## config.mk

```make
export PLATFORM = sky130hd
export DESIGN_NAME = rotatix_quad_decoder
export DESIGN_NICKNAME = d
export VERILOG_FILES = /design/src/rtl/rotatix_pkg.sv /design/src/rtl/rotatix_debounce.sv /design/src/rtl/rotatix_quad_decoder.sv
export SDC_FILE = /design/constraint.sdc
export NUM_CORES = 1
export LEC_CHECK = 0
export CAP_MARGIN = 15
export CORE_ASPECT_RATIO = 0.5
export CORE_MARGIN = 2
export CORE_UTILIZATION = 45
export DETAILED_ROUTE_END_ITERATION = 10
export PLACE_DENSITY = 0.68
export RECOVER_POWER = 50
export SETUP_SLACK_MARGIN = 0.15
export SYNTH_ARGS = -nofsm -noshare
export SYNTH_HDL_FRONTEND = slang
export SYNTH_SLANG_ARGS = --single-unit
```

## constraint.sdc

```tcl
create_clock -name clk -period 4.4 [get_ports clk]
set_clock_uncertainty 0.1 [all_clocks]
set_input_delay 1.1 -clock clk [delete_from_list [all_inputs] [get_ports clk]]
set_output_delay 1.1 -clock clk [all_outputs]
set_load 0.03 [all_outputs]
```

## src/rtl/rotatix_pkg.sv

```systemverilog
// rotatix shared types: quadrature Gray-code states, direction codes, defaults.
// Detent (x1) decoding is selected with `define ROTATIX_DETENT_DIV_EN.
package rotatix_pkg;

    typedef enum logic [1:0] {
        Q_00 = 2'b00,
        Q_01 = 2'b01,
        Q_11 = 2'b11,
        Q_10 = 2'b10
    } quad_t;

    localparam logic DIR_CW  = 1'b1;
    localparam logic DIR_CCW = 1'b0;

    localparam int DEB_CYC_DEFAULT = 4;

    // Clockwise successor in the 00->01->11->10 ring
    function automatic quad_t cw_next(input quad_t s);
        quad_t n;
        n = Q_01;
        unique case (s)
            Q_00: n = Q_01;
            Q_01: n = Q_11;
            Q_11: n = Q_10;
            Q_10: n = Q_00;
        endcase
        return n;
    endfunction

endpackage

```

## src/rtl/rotatix_debounce.sv

```systemverilog
// One-bit input conditioner: 2-flop synchronizer followed by a
// consecutive-sample debouncer holding level q.
module rotatix_debounce #(
    parameter int DEB_CYC = 4
) (
    input  logic clk,
    input  logic rst_n,
    input  logic d,
    output logic q
);

    localparam logic [7:0] LAST = 8'(DEB_CYC - 1);

    logic       s1_q;
    logic       s2_q;
    logic       lvl_q;
    logic       lvl_d;
    logic [7:0] cnt_q;
    logic [7:0] cnt_d;

    always_comb begin
        lvl_d = lvl_q;
        cnt_d = '0;
        if (s2_q != lvl_q) begin
            if (cnt_q == LAST) begin
                lvl_d = s2_q;
            end else begin
                cnt_d = cnt_q + 8'd1;
            end
        end
    end

    always_ff @(posedge clk) begin
        if (!rst_n) begin
            s1_q  <= 1'b0;
            s2_q  <= 1'b0;
            lvl_q <= 1'b0;
            cnt_q <= '0;
        end else begin
            s1_q  <= d;
            s2_q  <= s1_q;
            lvl_q <= lvl_d;
            cnt_q <= cnt_d;
        end
    end

    assign q = lvl_q;

endmodule

```

## src/rtl/rotatix_quad_decoder.sv

```systemverilog
// rotatix front end: conditioned A/B/button pins, quadrature decode, counter.
// `define ROTATIX_DETENT_DIV_EN for one count per detent instead of x4.
module rotatix_quad_decoder
    import rotatix_pkg::*;
#(
    parameter int CNT_W   = 8,
    parameter int DEB_CYC = DEB_CYC_DEFAULT
) (
    input  logic             clk,
    input  logic             rst_n,
    input  logic             ena,
    input  logic             enc_a,
    input  logic             enc_b,
    input  logic             enc_btn,
    input  logic             clr,
    output logic [CNT_W-1:0] count,
    output logic             dir,
    output logic             step,
    output logic             btn_press,
    output logic             err
);

    logic a_deb;
    logic b_deb;
    logic btn_deb;

    rotatix_debounce #(.DEB_CYC(DEB_CYC)) u_deb_a (
        .clk(clk), .rst_n(rst_n), .d(enc_a), .q(a_deb)
    );
    rotatix_debounce #(.DEB_CYC(DEB_CYC)) u_deb_b (
        .clk(clk), .rst_n(rst_n), .d(enc_b), .q(b_deb)
    );
    rotatix_debounce #(.DEB_CYC(DEB_CYC)) u_deb_btn (
        .clk(clk), .rst_n(rst_n), .d(enc_btn), .q(btn_deb)
    );

    quad_t            st_q;
    quad_t            ab;
    logic [CNT_W-1:0] count_q, count_d;
    logic             dir_q, dir_d;
    logic             step_q, step_d;
    logic             btn_q, btn_d;
    logic             err_q, err_d;
    logic             btn_prev_q;
    logic             moved, illegal, cw, ccw, up, dn;

    assign ab      = quad_t'({a_deb, b_deb});
    assign moved   = (ab != st_q);
    assign illegal = ((ab ^ st_q) == 2'b11);
    assign cw      = moved && (ab == cw_next(st_q));
    assign ccw     = moved && (st_q == cw_next(ab));

`ifdef ROTATIX_DETENT_DIV_EN
    // Only the edge that lands back on 00 counts a full detent
    assign up = cw && (ab == Q_00);
    assign dn = ccw && (ab == Q_00);
`else
    assign up = cw;
    assign dn = ccw;
`endif

    always_comb begin
        count_d = count_q;
        dir_d   = dir_q;
        step_d  = 1'b0;
        btn_d   = 1'b0;
        err_d   = err_q;
        if (ena) begin
            if (up || dn) begin
                count_d = up ? count_q + CNT_W'(1) : count_q - CNT_W'(1);
                dir_d   = up ? DIR_CW : DIR_CCW;
                step_d  = 1'b1;
            end
            if (illegal) begin
                err_d = 1'b1;
            end
            btn_d = btn_deb && !btn_prev_q;
        end
        if (clr) begin
            count_d = '0;
            err_d   = 1'b0;
            step_d  = 1'b0;
        end
    end

    always_ff @(posedge clk) begin
        if (!rst_n) begin
            st_q       <= Q_00;
            count_q    <= '0;
            dir_q      <= DIR_CCW;
            step_q     <= 1'b0;
            btn_q      <= 1'b0;
            err_q      <= 1'b0;
            btn_prev_q <= 1'b0;
        end else begin
            st_q       <= ab;
            count_q    <= count_d;
            dir_q      <= dir_d;
            step_q     <= step_d;
            btn_q      <= btn_d;
            err_q      <= err_d;
            btn_prev_q <= btn_deb;
        end
    end

    assign count     = count_q;
    assign dir       = dir_q;
    assign step      = step_q;
    assign btn_press = btn_q;
    assign err       = err_q;

endmodule
```

After elaboration in Yosys (flattened, before gate mapping)
Cells that the tools add are included.
- reductions and logical operators: 18
- multiplexer cells: 5
- equality and inequality tests: 16
- bitwise logic cells: 6
- add/sub/neg operators: 5
- operator list (kind ; count):
    $add 8x1->8 const B ; 4
    $eq 8x2->1 const B ; 3
    $pmux 2 s4 ; 2
    $reduce_and 2->1 ; 6
    $reduce_or 3->1 ; 4
    $eq 2x2->1 const B ; 5
    $mux 8 ; 1
    $sub 8x1->8 const B ; 1
    $not 1->1 ; 5
    $eq 2x1->1 const B ; 2
    $eq 2x2->1 ; 2
    $logic_not 2->1 ; 2
    $logic_and 1x1->1 ; 3
    $ne 1x1->1 ; 3
    $mux 1 ; 2
    $ne 2x2->1 ; 1
    $reduce_or 2->1 ; 1
    $xor 2x2->2 ; 1
    $logic_not 1->1 ; 1
    $logic_or 1x1->1 ; 1
- register bits: 48
- output and inout bits: 12
- bits of input ports: 7
- logic and storage cells: 69

Logic depth before layout (Yosys ltp)
- depth in word-level cells: 6
- depth in mapped cells: 10
- depth with buffers taken out: 9

Hierarchy
Synthesis repeated with hierarchy kept, for this count alone.
- cell total of the unflattened synthesis: 230
- area, all modules: 2168.3 sq um
- by module, submodules not included (module ; area an instance (sq um) ; sequential area each (sq um) ; cells each ; instances):
    rotatix_debounce ; 440.4 ; 220.2 ; 47 ; 3
    rotatix_quad_decoder ; 847.1 ; 300.3 ; 89 ; 1

Worst setup path before layout
OpenSTA, ideal clock, no wires.
- path type: register -> register
- from: reg u_deb_a.lvl_q (netlist: u_deb_a.q)
- to: reg count_q[7] (netlist: count[7])
- data required time: 4.240 ns
- period minus slack after synthesis: 2.360 ns
- arrival time: 2.201 ns
- path buffers: 0
- slack: 2.040 ns
- stages on the path, launching flop included: 10
- library setup time: 0.060 ns
- path through: dfxtp_1 xor2_2 nor2_1 inv_1 ha_1 a21oi_1 a211oi_1 or3_1 a211o_1 nand2_1
- cells in the longest elaborated chain, start to end: 6
- elaborated cells on any way between the ends: 13
- those cells by class: eq/ne (6); mux (2); reduce/logical (5)
- ends and longest elaborated chain (item ; line ; source):
    start, declared ; rotatix_debounce.sv:16 ; logic lvl_q;
    start signal, assigned ; rotatix_debounce.sv:42 ; lvl_q <= lvl_d;
    $eq 2x2->1 (tied with other cells) ; rotatix_pkg.sv:21 ; unique case (s)
    $pmux 2 s4 ; rotatix_pkg.sv:21 ;
    $eq 2x2->1 ; rotatix_quad_decoder.sv:51 ; assign ccw = moved && (st_q == cw_next(ab));
    $logic_and 1x1->1 ; rotatix_quad_decoder.sv:51 ;
    $logic_or 1x1->1 ; rotatix_quad_decoder.sv:69 ; if (up || dn) begin
    $reduce_and 2->1 (no source line) ; - ;
    end signal, assigned ; rotatix_quad_decoder.sv:97 ; count_q <= count_d;
    end, declared ; rotatix_quad_decoder.sv:39 ; logic [CNT_W-1:0] count_q, count_d;
Parallel ways exist; a longest one is shown, timed or not.
A chain may end at the register's enable or synchronous reset.

Final worst setup path
- from: in rst_n
- to: reg count_q[6] (netlist: count[6])
- cells in the longest elaborated chain, start to end: 2
- ends and longest elaborated chain (item ; line ; source):
    start, declared ; rotatix_quad_decoder.sv:10 ; input logic rst_n,
    $not 1->1 (no source line) ; - ;
    $reduce_or 2->1 (no source line) ; - ;
Every way passes these cells.

==> results_dict.tcl <==
set metrics [dict create \
    maxCapViolations 0 \
    synth_flop_cell "dfxtp_1" \
    cp_slowest_cell "dlygate4sd3_1" \
    htreeDepth 2 \
    path_depth 4 \
    fmax_mhz 361 \
    hpwl_um 2460 \
    wl_per_cell_um 11.1 \
    syn_nets 240 \
    syn_area_per_cell_um2 9.36 \
    gr-total-overflow 0 \
    dieArea_um2 5230 \
    synth_cell_types 35 \
    diodes 0 \
    clk_latency_ns 0.30 \
    die_h_um 52.2 \
    setup_tns_ns 0 \
    critical_path.endpoint_type "flop" \
    report.final.slew_viol_count 0 \
    cts-root-buf "clkbuf_8" \
    cp_top_family "simple AND/OR/NAND/NOR gates" \
    final.period_utilization 0.629 \
    fin_nets 262 \
    antenna_found_initial 0 \
    reg2regPathDepth 9 \
    post_cts_buffers 0 \
    finalCriticalPeriod_ns 2.77 \
    grt_setup_unrepaired "false" \
    cts_resized 0 \
    drt_iter0_drc 41 \
    avgViaCountPerCell 4.93 \
    syn-cell-area_um2 2090 \
    portBuffers 18 \
    tightestPinTransition_ns 0.481 \
    hold_viol 0 \
    crit_chain "dlygate4sd3_1 -> nand2b_1 -> or4_1 -> nand3_1" \
    drive_gt1_frac 0.0407 \
    syn_inst 223 \
    fp.dieW_um 100 \
    status "complete, no violations" \
    routed_wl_um 3360 \
    critPathKind "in -> reg" \
    setup_viol_count_final 0 \
    slowest_delay_ns 0.84 \
    coreArea_um2 4420 \
    gp_congestion 0.779 \
    worstPathRequired_ns 4.54 \
    crit_arrival_ns 2.90 \
    grt_pass1_vias 1381 \
    cts.sinks 48 \
    crit_path_start_kind "primary input" \
    ys_seq_area_frac 0.460 \
    vias 1495 \
    ys_ff_latch 48 \
    clk_pin_slew_worst_paths_ns 0.09 \
    synth-edff-count 0 \
    leakagePower_nw 0.965 \
    total_power_w 0.000768 \
    path_buf_inv 1 \
    syn_to_final_growth_pct 16.8 \
    holdPathStages 1 \
    ys_warn_count 0 \
    cts_made_buffers 5 \
    cts_hold_repair.buffers 0 \
    cts_tree "built" \
    peakVddDrop_mv 0.162 \
    hold_path_class "reg -> reg" \
    grt_max_degree 19 \
    crit_fanout 18 \
    grt_pass1_wl_um 6020 \
    rows 17 \
    groute.usage.overall 0.147 \
    antenna_left 0 \
    power_density_nw_per_um2 315 \
    initial_core_util 0.472 \
    dr.pass1.iters 4 \
    slew_headroom 0.678 \
    drcViolationCount 0 \
    top_level_ports 19 \
    ys_async_sr_fraction 0 \
    clockBufferDepth 2 \
]
kinds of logic (layout without fill, tap and decap cells):
family                     Yosys count  count (layout)  share of synthesized area
and+or+nand+nor                    100             100                      0.242
xor gates and xnor gates            31              31                      0.134
AOI/OAI and AO/OA                   21              21                     0.0617
muxes                                5               5                     0.0240
adders and majority gates           10              10                     0.0635
buffers and inverters                8              31                     0.0150
DFF                                 48              48                      0.460
report_power, final:
group          switching [W]  leakage, nW  internal (W)
sequential        0.00000190        0.388      0.000437
combinational     0.00000869        0.522    0.00000764
clock               0.000144       0.0541      0.000168
total               0.000155        0.965      0.000613
metal layers:
metal	global-route usage	wire (um)	up-vias	part of all wire
li1	-	-	798	-
met1	0.189	1810	676	0.54
met2	0.243	1420	17	0.42
met3	0.0440	94	4	0.028
met4	0.0411	32	0	0.0095
met5	0	0	-	0
path summary, 6_finish.rpt:
check / end / start / slack (ns)
worst max-delay path: count[6] / rst_n / 1.63
worst min-delay path: btn_press / btn_prev_q / 0.30
worst max register to register: count[7] / u_deb_a.q / 1.75
worst min register to register: btn_press / btn_prev_q / 0.30
sequential cells by signal (all words and copies together) (netlist names), 2 cells and up:
name / flops
st_q: 2
count: 8
u_deb_btn.cnt_q: 8
u_deb_a.cnt_q: 8
u_deb_b.cnt_q: 8
Yosys cell counts (2+ instances only):
cell,count,area share
and3_1,6,0.018
o21ai_0,4,0.0096
a21oi_1,8,0.019
nor3_1,4,0.0096
nor4b_1,3,0.013
nand4_1,2,0.0060
inv_1,5,0.0090
nand2_1,8,0.014
nand3_1,22,0.053
a211oi_1,3,0.011
ha_1,9,0.054
dfxtp_1,48,0.46
xor2_1,22,0.092
mux2i_1,5,0.024
nor2_1,34,0.061
xnor2_1,8,0.034
nor2b_1,5,0.015
and2_1,10,0.030
final cells by class:
cell class                      count  area, um^2
Clock buffer                        5        68.8
Clock inverter                      3        42.5
Fill cell                         412        1990
Inverter                            5        18.8
Multi-Input combinational cell    167        1100
Sequential cell                    48         961
Tap cell                           57        71.3
Timing Repair Buffer               18         180
through the flow:
| step | cell area [um^2] | cells | hold slack (ns) | setup slack (ns) | util |
|---|---|---|---|---|---|
| global placement | 2330 | 295 | 0.281 | 1.42 | 0.526 |
| finish | 2440 | 303 | 0.299 | 1.63 | 0.551 |
| floorplan | 2090 | 223 | 0.273 | 2.04 | - |
| CTS | 2440 | 303 | 0.304 | 1.67 | 0.551 |
| global route | 2440 | 303 | 0.323 | 1.46 | 0.551 |
| detailed placement | 2330 | 295 | 0.290 | 1.36 | 0.526 |
layout by cell type (no fill, tap or decap), drive strengths merged, types with 4 or more instances in the layout:
cell,instances
a21oi,8
and2,10
and3,6
clkbuf,5
clkdlybuf4s50,16
dfxtp,48
ha,9
inv,5
mux2i,5
nand2,8
nand3,22
nor2,34
nor2b,5
nor3,4
o21ai,4
xnor2,8
xor2,23
Note: power is estimated with default switching activity, not from simulation.
==> patch: new RTL, same flow settings <==
Put one more register stage on the output `count`, without a reset. The value now appears one clock later. The other outputs are not delayed to match.
--- a/src/rtl/rotatix_quad_decoder.sv
+++ b/src/rtl/rotatix_quad_decoder.sv
@@ -104,5 +104,7 @@
     end
 
-    assign count     = count_q;
+    always_ff @(posedge clk) begin
+        count <= count_q;
+    end
     assign dir       = dir_q;
     assign step      = step_q;
Behaviour: not the same (a bounded check fails within 10 cycles, from zero or initial values and one cycle with rst_n low).
==> patch against the original RTL <==
  * Global-route usage is 0.68 points lower
  * Area after synthesis grew 7.7%
  * Sequential cell count increased by 8
  * Fmax grew 1.1%
  * Total power grew 6.2%
  * Routed wire length is 3.5% higher
  * Design area rose by 6.6%
  * Sequential power rose by 17%
  * Worst hold slack got worse by 0.021 ns
  * Non-clock buffer count unchanged
  * Worst setup slack improved by 0.029 ns
  * Critical path type unchanged
==> patch: results (changes against the original RTL) <==
* Worst Hold Path EP: count[4]$_DFF_P_ (was btn_press$_SDFF_PN0_)
* Asr flop ratio synth at 0% (unchanged)
* Gpl congestion at 0.781 (was 0.779)
* First-pass GRT wire length at 6.24 mm (was 6.02 mm)
* Number of nets in the layout at 270 (was 262)
* Hold Path Depth at 0 (was 1)
* All-Layer GR Usage at 14.0% (was 14.7%)
* CP peak stage delay at 0.83 ns
* Reg2reg path depth at 9 (unchanged)
* Area contributors post-synth: dfxtp_1 (50%), xor2_1 (8.6%), nor2_1 (5.7%) (was dfxtp_1 (46%), xor2_1 (9.2%), nor2_1 (6.1%))
* FF-to-FF End: count_q[7]$_SDFFE_PP0P_ (was count[7]$_SDFFE_PP0P_)
* FF-to-FF setup slack at 1.77 ns (was 1.75 ns)
* Critical hold path startpoint: count_q[4]$_SDFFE_PP0P_ (was btn_prev_q$_SDFF_PN0_)
* Pre-CTS WS at 1.40 ns (was 1.36 ns)
* Synth top cells by count: dfxtp_1 (56), nor2_1 (34), nand3_1 (22), xor2_1 (22), and2_1 (10) (was dfxtp_1 (48), nor2_1 (34), nand3_1 (22), xor2_1 (22), and2_1 (10))
* Initial antenna violation count at 0 (unchanged)
* Largest net degree at the start of global routing at 20 (was 19)
* Vias in the first global route at 1500 (was 1381)
* HPWL Detailed at 2.49 mm (was 2.46 mm)
* Worst EP arrival at 2.89 ns (was 2.90 ns)
* Maximum VDD drop at 0.000154 V (was 0.000162 V)
* Iter 0 DRT Violations at 32 (was 41)
* Syn. warnings at 0 (unchanged)
* Fill cells at 436 (was 412)
* Slew @ Worst Pin at 0.487 ns (was 0.481 ns)
* Layout cells sized above 1 at 3.94% (was 4.07%)
* Leakage at 1.02 nW (was 0.965 nW)
* Routed wire length at 3.48 mm (was 3.36 mm)
* Status: complete, no violations (unchanged)
* Vias at 1562 (was 1495)
* Post-synth net total at 248 (was 240)
* Sequential share of the synthesized area at 49.9% (was 46.0%)
[patch: cell types whose count changed in the layout (fill, tap and decap cells not counted), sizes merged]
| cell | delta |
|---|---|
| inv | +1 |
| dfxtp | +8 |
| bufinv | -1 |
[patch: report_power, final]
| group | internal [mW] | total [mW] | switching (mW) |
|---|---|---|---|
| Sequential | 0.510 | 0.512 | 0.00189 |
| Clock | 0.117 | 0.287 | 0.170 |
| Combinational | 0.00757 | 0.0164 | 0.00885 |
| Total | 0.635 | 0.816 | 0.181 |
[patch: logic make-up (layout without fill, tap and decap cells)]
logic type                 count (synthesis)  after routing  share of synthesized area, %
muxes                                      5              5                          2.23
buffers and inverters                      8             31                          1.39
adders and majority gates                 10             10                          5.90
AOI/OAI and AO/OA                         21             21                          5.73
and+or+nand+nor                          100            100                          22.5
DFF                                       56             56                          49.9
xor gates and xnor gates                  31             31                          12.4
[patch: critical path, delay by kind of cell]
kind | cells | cell delay [ns]
buffers and inverters | 1 | 0.83
and+or+nand+nor | 3 | 0.96
[patch: layer usage]
| metal | global-route usage (%) | up-vias | wire [um] | part of all wire [%] |
|---|---|---|---|---|
| li1 | - | 826 | - | - |
| met1 | 16.6 | 709 | 1760 | 50 |
| met2 | 24.8 | 22 | 1570 | 45 |
| met3 | 4.12 | 5 | 114 | 3.3 |
| met4 | 5.63 | 0 | 35 | 1.0 |
| met5 | 0 | - | 0 | 0 |
[patch: worst max-delay path by stage]
stage / start / to / slack (ns) / cells after the start
after global routing: rst_n / count_q[6]$_SDFFE_PP0P_ / 1.52 / 4
after CTS: rst_n / count_q[6]$_SDFFE_PP0P_ / 1.72 / 4
after detailed placement: rst_n / count_q[6]$_SDFFE_PP0P_ / 1.40 / 4
after floorplan: u_deb_a.q$_SDFFE_PN0P_ / count_q[7]$_SDFFE_PP0P_ / 2.04 / 9
after global placement: rst_n / count_q[6]$_SDFFE_PP0P_ / 1.43 / 4
final: rst_n / count_q[6]$_SDFFE_PP0P_ / 1.66 / 4
[patch: layout make-up]
class	instances	area (um^2)	area share, %
flip-flops and latches	56	1120	43.1
clock inverters	3	27.5	1.06
clock buffers	5	68.8	2.65
repair buffers	18	180	6.93
well taps	70	87.6	3.37
inverters	5	18.8	0.722
multi-input cells	167	1100	42.2
[patch: stage by stage]
step	cell area, um^2	util, %	instances	hold WS (ns)
finish	2600	53.4	324	0.278
global route	2600	53.4	324	0.283
global placement	2500	51.5	316	0.266
floorplan	2250	-	231	0.251
detailed placement	2500	51.5	316	0.265
CTS	2600	53.4	324	0.279
